### config.mk
export PLATFORM = sky130hd
export DESIGN_NAME = multibyte_add_seq
export DESIGN_NICKNAME = d
export VERILOG_FILES = /design/src/rtl/alu_pkg.sv /design/src/rtl/cla8.sv /design/src/rtl/multibyte_add_seq.sv
export SDC_FILE = /design/constraint.sdc
export NUM_CORES = 1
export LEC_CHECK = 0
export ABC_AREA = 1
export ABC_CLOCK_PERIOD_IN_PS = 5110
export CAP_MARGIN = 20
export CORE_ASPECT_RATIO = 0.5
export CORE_MARGIN = 2
export CORE_UTILIZATION = 37
export CTS_BUF_LIST = sky130_fd_sc_hd__clkbuf_2 sky130_fd_sc_hd__clkbuf_4 sky130_fd_sc_hd__clkbuf_8
export CTS_CLUSTER_DIAMETER = 40
export DETAILED_ROUTE_END_ITERATION = 7
export SKIP_CTS_REPAIR_TIMING = 1
export SLEW_MARGIN = 20
export SYNTH_ARGS = -nofsm -noshare
export SYNTH_HDL_FRONTEND = slang
export SYNTH_SLANG_ARGS = --single-unit
### constraint.sdc
create_clock -name clk -period 5.11 [get_ports clk]
set_clock_uncertainty 0.2 [all_clocks]
set_input_delay 1.022 -clock clk [delete_from_list [all_inputs] [get_ports clk]]
set_output_delay 1.022 -clock clk [all_outputs]
set_load 0.03 [all_outputs]
### src/rtl/alu_pkg.sv
// Shared ALU definitions: sequencer FSM state encodings and operation select constants.
package alu_pkg;

  typedef enum logic [1:0] {
    IDLE = 2'd0,
    RUN  = 2'd1,
    DONE = 2'd2
  } state_t;

  localparam logic OP_ADD = 1'b0;
  localparam logic OP_SUB = 1'b1;

  localparam int BYTE_W = 8;

endpackage

### src/rtl/cla8.sv
// 8-bit carry-lookahead adder built from two 4-bit lookahead groups joined by group generate/propagate.
module cla8 (
  input  logic [7:0] a,
  input  logic [7:0] b,
  input  logic       cin,
  output logic [7:0] sum,
  output logic       cout
);

  // Carries into bits 0..3 of a nibble, all expressed directly from ci.
  function automatic logic [3:0] nib_carry(input logic [3:0] g, input logic [3:0] p, input logic ci);
    logic [3:0] c;
    c[0] = ci;
    c[1] = g[0] | (p[0] & ci);
    c[2] = g[1] | (p[1] & g[0]) | (p[1] & p[0] & ci);
    c[3] = g[2] | (p[2] & g[1]) | (p[2] & p[1] & g[0]) | (p[2] & p[1] & p[0] & ci);
    return c;
  endfunction

  function automatic logic grp_gen(input logic [3:0] g, input logic [3:0] p);
    return g[3] | (p[3] & g[2]) | (p[3] & p[2] & g[1]) | (p[3] & p[2] & p[1] & g[0]);
  endfunction

  logic [7:0] g;
  logic [7:0] p;
  logic [7:0] c;
  logic [1:0] gg;
  logic [1:0] gp;
  logic       c4;

  // NOTE: every always_comb output is assigned on every path, so no latch can be inferred.
  always_comb begin
    g     = a & b;
    p     = a ^ b;
    gg[0] = grp_gen(g[3:0], p[3:0]);
    gg[1] = grp_gen(g[7:4], p[7:4]);
    gp[0] = &p[3:0];
    gp[1] = &p[7:4];
    c4    = gg[0] | (gp[0] & cin);
    c     = {nib_carry(g[7:4], p[7:4], c4), nib_carry(g[3:0], p[3:0], cin)};
    cout  = gg[1] | (gp[1] & gg[0]) | (gp[1] & gp[0] & cin);
    sum   = p ^ c;
  end

endmodule

### src/rtl/multibyte_add_seq.sv
// NBYTES-wide add/subtract sequenced byte-serially, LSB first, through one cla8.
// Optional flags (ovf, zero) are built only when MULTIBYTE_ADD_FLAGS_EN is defined.
module multibyte_add_seq
  import alu_pkg::*;
#(
  parameter int NBYTES = 4
) (
  input  logic                  clk,
  input  logic                  rst,
  input  logic                  in_valid,
  output logic                  in_ready,
  input  logic                  op_sub,
  input  logic                  cin,
  input  logic [8*NBYTES-1:0]   A,
  input  logic [8*NBYTES-1:0]   B,
  output logic                  out_valid,
  input  logic                  out_ready,
  output logic [8*NBYTES-1:0]   Sum,
  output logic                  Cout,
  output logic                  ovf,
  output logic                  zero
);

  localparam int         W    = BYTE_W * NBYTES;
  localparam int         RW   = W - BYTE_W;
  localparam logic [2:0] LAST = 3'(NBYTES - 1);

  state_t          state;
  logic [2:0]      cnt;
  logic [W-1:0]    a_sr;
  logic [W-1:0]    b_sr;
  logic [RW-1:0]   res_sr;   // bytes already computed; the byte in flight completes the word
  logic [RW-1:0]   res_next;
  logic            carry;
  logic [7:0]      s_byte;
  logic            c_out;
  logic            accept;
  logic            last;

  cla8 u_cla8 (
    .a    (a_sr[7:0]),
    .b    (b_sr[7:0]),
    .cin  (carry),
    .sum  (s_byte),
    .cout (c_out)
  );

  always_comb begin
    accept   = (state == IDLE) && in_valid;
    last     = (state == RUN) && (cnt == LAST);
    res_next = RW'({s_byte, res_sr} >> BYTE_W);
  end

  // NOTE: every register here uses <= so all flops update from pre-edge values.
  always_ff @(posedge clk) begin
    if (rst) begin
      state     <= IDLE;
      in_ready  <= 1'b1;
      out_valid <= 1'b0;
      cnt       <= '0;
      a_sr      <= '0;
      b_sr      <= '0;
      res_sr    <= '0;
      carry     <= 1'b0;
      Sum       <= '0;
      Cout      <= 1'b0;
    end else begin
      case (state)
        IDLE: begin
          if (in_valid) begin
            a_sr     <= A;
            b_sr     <= (op_sub == OP_SUB) ? ~B : B;
            carry    <= (op_sub == OP_SUB) ? 1'b1 : cin;
            cnt      <= '0;
            state    <= RUN;
            in_ready <= 1'b0;
          end
        end
        RUN: begin
          res_sr <= res_next;
          a_sr   <= a_sr >> BYTE_W;
          b_sr   <= b_sr >> BYTE_W;
          carry  <= c_out;
          cnt    <= cnt + 3'd1;
          if (last) begin
            Sum       <= {s_byte, res_sr};
            Cout      <= c_out;
            state     <= DONE;
            out_valid <= 1'b1;
          end
        end
        DONE: begin
          if (out_ready) begin
            state     <= IDLE;
            out_valid <= 1'b0;
            in_ready  <= 1'b1;
          end
        end
        default: begin
          state     <= IDLE;
          out_valid <= 1'b0;
          in_ready  <= 1'b1;
        end
      endcase
    end
  end

`ifdef MULTIBYTE_ADD_FLAGS_EN
  logic zero_acc;

  // zero is folded in byte by byte so no wide reduction sits behind the last adder pass.
  always_ff @(posedge clk) begin
    if (rst) begin
      zero_acc <= 1'b0;
      ovf      <= 1'b0;
      zero     <= 1'b0;
    end else if (accept) begin
      zero_acc <= 1'b1;
    end else if (state == RUN) begin
      zero_acc <= zero_acc & ~|s_byte;
      if (last) begin
        ovf  <= (a_sr[7] ~^ b_sr[7]) & (s_byte[7] ^ a_sr[7]);
        zero <= zero_acc & ~|s_byte;
      end
    end
  end
`else
  assign ovf  = 1'b0;
  assign zero = 1'b0;
`endif

endmodule
==> results by stage, run 1 <==
Clock tree:
- The sink count of the clock tree is 129.
- The clock root buffer is clkbuf_8.
- The clock passes through at most 2 buffers.
- The maximum level of the CTS H-tree is 4.
- The number of clock buffers added by TritonCTS is 17.
- The worst-skew pair later-pin latency is 0.43 ns.
- After clock tree synthesis, the clock-pin slew on the worst setup and hold paths is 0.07 ns.
- TritonCTS built the clock tree.

Finish:
- Cells with a size suffix above 1 make up 6.37% of the layout.
- The post-layout net count is 855.
- The layout has 1471 filler cells.
- The area added between synthesis and finish is 28.4%.
- The number of antenna diodes in the final layout is 0.
- The post-route cell area is 0.00702 sq mm.
- At the end of the flow the core is filled with cells to 48.6%.

Outcome:
- The flow ran to the end, and the final reports show no timing, DRC or antenna violations.

Route:
- Once detail routing completed, the nets flagged for antenna violations numbered 0.
- The first-iteration detailed-routing DRC count is 301.
- In the routed layout, each cell is associated on average with a via count of 4.73.
- The wire length per cell after detailed routing is 13.3 um.
- For this block, wires on met1 add up to 6.59 mm.
- After detailed routing, the number of remaining DRC violations is 0.
- In the detailed route, the total length drawn on met2 is 5.79 mm.
- Summed over all nets, wire length on met3 after detailed routing comes to 484 um.
- The total length of routed wires is 13.0 mm.
- The first-pass iteration count of the detailed router is 4.
- Signal routing reaches up to met4.
- Detailed routing inserted a total of 4654 vias.

Synth:
- By area the synthesized netlist is led by dfxtp_1 (47%), nand2_1 (12%), a21oi_1 (5.6%), xor2_1 (3.8%), inv_1 (3.1%).
- The synthesized netlist devotes 18.2% of its cell area to compound gates.
- The post-synthesis share of cell area spent on full adders, half adders and majority gates is 3.02%.
- In the synthesized netlist, the cells that appear most often are nand2_1 (169), dfxtp_1 (129), a21oi_1 (61), inv_1 (45), nor2_1 (41).
- Synthesis handed over a netlist of 694 instances.
- Summing the sequential cell areas from Yosys gives 47.3% of the chip area.
- The average cell area after synthesis is 7.87 sq um.
- The mux share of post-synthesis cell area is 0%.
- Summing every instance area after synthesis gives 0.00546 sq mm.
- After synthesis, the largest area contributor takes up 47.3% of total cell area.
- The share of flip-flops with an asynchronous set or reset is 0%.
- By area, the combinational part of the netlist is dominated by compound AO/OA/AOI/OAI gates.
- The number of synthesized register bits is 129.
- The total number of yosys warnings is 0.
- The leading register cell type out of synthesis is dfxtp_1.
- The number of synthesized flops with an enable pin is 0.
- The largest area contributor in the synthesized netlist is dfxtp_1.
- Summing the areas of all xor and xnor instances in the mapped netlist gives 5.45% of the synthesized area.
- The netlist uses 37 different library cells.
- nand2_1 is the most common cell in the netlist.
- The simple-gate area share of the yosys netlist is 18.0%.

STA:
- The count of final setup violators is 0.
- Setup repair after global routing left no endpoint under its margin.
- The transition time of the tightest slew-check pin is 0.889 ns.
- The number of max-slew violations in the final report is 0.
- The worst hold slack across all endpoints is 0.261 ns.
- For the final routed database, the setup TNS stands at 0 ns.
- The max-slew headroom at the worst pin is 40.8%.
- The number of hold violations in the final report came to 0.
- The smallest clock period supported by the final layout is computed as 2.84 ns.
- The highest clock rate is 352 MHz.
- The fraction of the cycle the final worst path needs is 55.7%.

Worst setup path:
- The worst setup path is launched from a flop.
- Data on the critical path is required at its endpoint by 5.24 ns.
- By startpoint and endpoint, the worst setup path is classified as reg2reg.
- Walking the worst path, the cells encountered are inv_2 -> nor2_4 -> buf_4 -> inv_2 -> nand2_2 -> inv_4 -> a22oi_1 -> o21ai_0 -> nand2_1 -> inv_1.
- The highest fanout seen on the critical path is 75.
- The endpoint type of the worst setup path is a flop.
- The most numerous cell on the critical path is inv_2.
- The standard cell with the maximum stage delay on the critical path is buf_4.
- The critical path's largest stage delay is 0.59 ns.
- The critical path data arrival time is 2.97 ns.

Global route:
- The first global-routing pass estimated 21.8 mm of wire.
- The total congestion overflow after global routing is 0.
- The maximum number of pins on one net before global-route repair is 81.
- The number of global-route vias before repair is 4446.
- Global routing used 17.1% of the available tracks across all layers.
- The number of antenna violations at the first check in global routing was 0.

Floorplan:
- The area of the core is 0.0144 sq mm.
- The horizontal die dimension is 176 um.
- The die outline area is 0.0158 sq mm.
- The floorplan has 31 rows.
- The initial utilization of the core area, before any placement, comes to 37.9%.
- During I/O placement, the number of pins put on the boundary was 107.
- From bottom edge to top edge, the die measures 89.9 um.

Job:
- Max-cap violations in this run came to 0.

Placement:
- The final weighted congestion in routability-driven placement is 0.796.
- After legalization and detailed placement, the total HPWL measured 8.41 mm.
- The cell area reported after detailed placement is 0.00655 sq mm.
- Buffers placed on the I/O ports in this run total 104.

Power and ir drop:
- In this run the static leakage power is 0.00274 uW.
- IR analysis of the VDD net gives a maximum drop of 0.000143 V.
- The cell area power density is 341 mW/mm^2.

Worst hold path:
- The path class of the tightest hold or removal check is reg2reg.
## layout make-up
class | count | area [sq um] | area share [%]
Clock buffer | 19 | 262 | 3.73
Clock inverter | 12 | 208 | 2.96
Inverter | 51 | 194 | 2.76
Multi-Input combinational cell | 466 | 2460 | 35.1
Sequential cell | 129 | 2580 | 36.8
Tap cell | 198 | 248 | 3.53
Timing Repair Buffer | 108 | 1060 | 15.1
## cell families (layout without fill, tap and decap cells)
logic type,Yosys count,after routing
and+or+nand+nor,246,246
xor gates and xnor gates,34,34
other,1,2
buffers and inverters,100,190
DFF,129,129
adders and majority gates,12,12
AOI/OAI and AO/OA,172,172
## metrics by stage
stage	instances	power, uW	setup slack, ns
2_1_floorplan	695	1290	3.03
3_3_place_gp	952	1390	1.95
3_5_place_dp	952	1390	1.93
4_1_cts	983	2410	2.22
5_1_grt	983	2500	1.93
6_report	983	2390	2.27
## cells in the final DEF, fill, tap and decap left out, types with 2 or more instances in the layout
cell type | Yosys | final
nand2_2 | 2 | 2
a31oi_1 | 25 | 25
nand2_1 | 169 | 169
o21a_1 | 2 | 2
clkdlybuf4s50_1 | 0 | 102
clkbuf_8 | 0 | 19
clkinv_4 | 0 | 4
a21oi_1 | 61 | 61
a22oi_1 | 22 | 22
o21ai_1 | 14 | 14
bufinv_16 | 0 | 5
xnor2_1 | 10 | 10
xor2_1 | 24 | 24
o21ai_0 | 33 | 33
buf_2 | 25 | 2
nand3_1 | 26 | 26
inv_1 | 45 | 45
inv_2 | 5 | 5
fa_1 | 2 | 2
dfxtp_1 | 129 | 129
conb_1 | 1 | 2
a211oi_1 | 9 | 9
o211ai_1 | 2 | 2
nand4_1 | 2 | 2
nor2_1 | 41 | 41
ha_1 | 10 | 10
buf_4 | 4 | 4
clkinvlp_4 | 0 | 3
nor2_4 | 1 | 3
## path summary, 6_finish.rpt
check	startpoint	end	slack [ns]	cells after the start
max	state[0]$_SDFFE_PP0P_	b_sr[13]$_SDFFE_PP0P_	2.27	10
min	b_sr[27]$_SDFFE_PP0P_	b_sr[27]$_SDFFE_PP0P_	0.26	2
max reg2reg	state[0]$_SDFFE_PP0P_	b_sr[13]$_SDFFE_PP0P_	2.27	10
min reg2reg	b_sr[27]$_SDFFE_PP0P_	b_sr[27]$_SDFFE_PP0P_	0.26	2
## sequential cells by signal (all words and copies together) (netlist names), 2 cells and up
name	flops
a_sr	32
b_sr	32
state	2
res_sr	24
Sum	32
cnt	3
## critical path: cells and delay by family, from the launching register on
family / cells / cell delay [ns]
compound gates: 2 / 0.33
buf+inv: 5 / 1.37
flops: 1 / 0.40
simple gates: 3 / 0.38
## metal layers
metal	up-vias	global-route usage, %
met3	18	4.23
met5	-	0
li1	2435	-
met4	0	5.23
met2	75	26.6
met1	2126	23.6
## power by group
part,switching (uW),leakage (uW),internal [uW]
Sequential,29.6,0.00105,1060
Clock,412,0.000224,607
Combinational,161,0.00146,121
Total,603,0.00274,1790
(Power assumes the default switching activity.)
==> inputs of run 2 (changes only) <==
- ABC_CLOCK_PERIOD_IN_PS: 5110 -> 2700
- clock period: 5.11 -> 2.7 ns (I/O delays scaled with it)
==> run 2 against run 1 <==
Via count grew 1.4%. Routed wire length grew 2.1%. First-iteration DRC count grew 11%. Clock-buffer cell count is 1 lower. Combinational power is 96% higher. Die area did not move. Non-clock buffer count is 6 higher. Critical endpoint is now Sum[8]. Largest power group unchanged.
==> results by stage, run 2 (same netlist as run 1, synthesis figures left out) <==
Global route:
- The number of antenna violations at the first check in global routing came to 0.
- The layer with the highest usage is met2.
- For this run, global-route usage on met1 was measured as 24.6%.
- Global routing consumed, over all layers together, 17.4% of the routing resources.
- The routing usage on met3 is 3.55%.
- Entering global routing, the biggest net connects 81 pins.
- The met2 track demand over resource in global routing is 26.7%.
- Global routing finished with a remaining overflow of 0.
- The number of global-route vias before repair was 4498.
- The first-pass GRT wire length is 22.3 mm.

Worst setup path:
- In this design, the stage delay of the slowest critical-path cell is 0.69 ns.
- The path type of the worst setup path is reg2out.
- The worst path buffer plus inverter count is 1.
- The data required time at the worst endpoint is 1.96 ns.
- The signal on the critical path passes through clkdlybuf4s50_1.
- The critical path data arrival time is 1.51 ns.
- The kind of cell adding the most delay to the critical path is buffers and inverters.
- The slowest stage of the critical path is the clkdlybuf4s50_1 cell.
- Of all nets on the critical path, the largest fanout is 2.
- The worst setup path is launched from a flop.
- The worst setup path is captured at an output pin.

Power and ir drop:
- The cell area power density is 608 mW/mm^2.
- After layout, the design draws a total of 4270 uW.
- The maximum VDD drop is 0.000271 V.
- The leakage dissipation is 0.00275 uW.

Clock tree:
- Clock-pin slew was measured on the worst setup and hold paths at 0.09 ns.
- The TritonCTS clock tree is done.
- The maximum level of the CTS H-tree is 4.
- The clock root buffer is clkbuf_8.
- Clock latency on the worst-skew pair, taken at its later pin, is 0.43 ns.
- In this run the deepest clock path goes through 2 buffers.
- Counting every sink on the clock net gives 129.
- Clock tree synthesis inserted a total of 17 buffers.

Route:
- The pre-antenna-repair detailed-routing pass consisted of 5 iterations.
- The first-iteration detailed-routing DRC count is 335.
- The count of nets left with antenna violations after detail routing is 0.
- The wire length per cell after detailed routing is 13.5 um.
- In the routed layout, each cell is associated on average with a via count of 4.77.
- The total length of routed wires is 13.3 mm.
- In the routed design, unresolved DRC markers number 0.
- Across all layers, the routed design uses 4718 vias.

STA:
- Measured against its own limit, the worst slew margin works out to 42.5%.
- The number of max-slew violations in the final report is 0.
- Setup repair after global routing left no endpoint under its margin.
- The highest clock rate is 445 MHz.
- For the pin with the worst max-slew slack, the measured transition is 0.862 ns.
- The number of hold violations in the final report is 0.
- After routing, the total negative slack on setup checks comes to 0 ns.
- The count of final setup violators is 0.
- The final critical delay including setup and external delays is 2.25 ns.
- The fraction of the cycle the final worst path needs is 83.2%.

Finish:
- The fraction of final layout cells with drive strength greater than 1 is 7.20%.
- At the end of the flow, the number of nets in the layout was 861.
- The final instance count without filler cells is 990.
- The library cell used most frequently in the layout, excluding fill and tap cells, is nand2_1.
- The number of antenna repair diodes is 0.
- From synthesis to final layout, the design area changed by 28.6%.
- In the final layout, the registers with the most flip-flops are Sum: 32 flops, a_sr: 32 flops, b_sr: 32 flops.
- The top cell types in the final layout, fill and taps aside, are nand2_1 (169), dfxtp_1 (129), clkdlybuf4s50_1 (102), a21oi_1 (61), inv_1 (45).

Worst hold path:
- The type of the tightest min-delay check is reg2reg.

Placement:
- The HPWL after detailed placement is 8.98 mm.
- During placement, the flow inserted port buffers numbering 104.
- The cell count after placement is 958.
- The final weighted congestion in routability-driven placement is 0.770.

Floorplan:
- The horizontal die dimension is 176 um.
- The y dimension of the die is 89.9 um.
- The die covers 0.0158 sq mm.
- The initial cell density of the core is 37.9%.
- During I/O placement, the number of pins put on the boundary was 107.
- The area of the core is 0.0144 sq mm.
- After floorplanning, the core was divided into 31 placement rows.

Job:
- The tool flagged a number of max-cap violations equal to 0.

Outcome:
- The flow ran to the end, and the final reports show no timing, DRC or antenna violations.
==> run 2: per-layer routing <==
metal | wire, um | part of all wire (%)
met1 | 6550 | 49
met2 | 6010 | 45
met3 | 626 | 4.7
met4 | 123 | 0.92
met5 | 0 | 0
==> run 2: cell type report <==
class	count	area (sq um)
Fill cell	1458	7400
Sequential cell	129	2580
Multi-Input combinational cell	466	2460
Timing Repair Buffer	114	1140
Tap cell	198	248
Clock buffer	18	241
Inverter	51	194
Clock inverter	14	156
==> run 2: per-stage QoR <==
step                hold slack, ns  worst slack (ns)  utilization, %  area [sq um]
finish                       0.262             0.453            48.7          7030
global route                 0.281             0.344            48.7          7030
CTS                          0.264             0.428            48.7          7030
detailed placement           0.253             0.448            45.9          6630
global placement             0.244             0.480            45.9          6630
floorplan                    0.229             0.759               -          5470
==> run 2: final timing paths <==
path	from	endpoint	slack [ns]	cells past startpoint
worst min-delay path	b_sr[25]$_SDFFE_PP0P_	b_sr[25]$_SDFFE_PP0P_	0.26	2
worst max register to register	a_sr[3]$_SDFFE_PP0P_	res_sr[21]$_SDFFE_PP0P_	0.55	7
worst max-delay path	Sum[8]$_SDFFE_PP0P_	Sum[8]	0.45	1
worst min register to register	b_sr[25]$_SDFFE_PP0P_	b_sr[25]$_SDFFE_PP0P_	0.26	2
==> run 2: report_power, final <==
part | internal, uW | switching (uW)
clock network | 843 | 813
registers | 2010 | 56.1
logic | 244 | 309
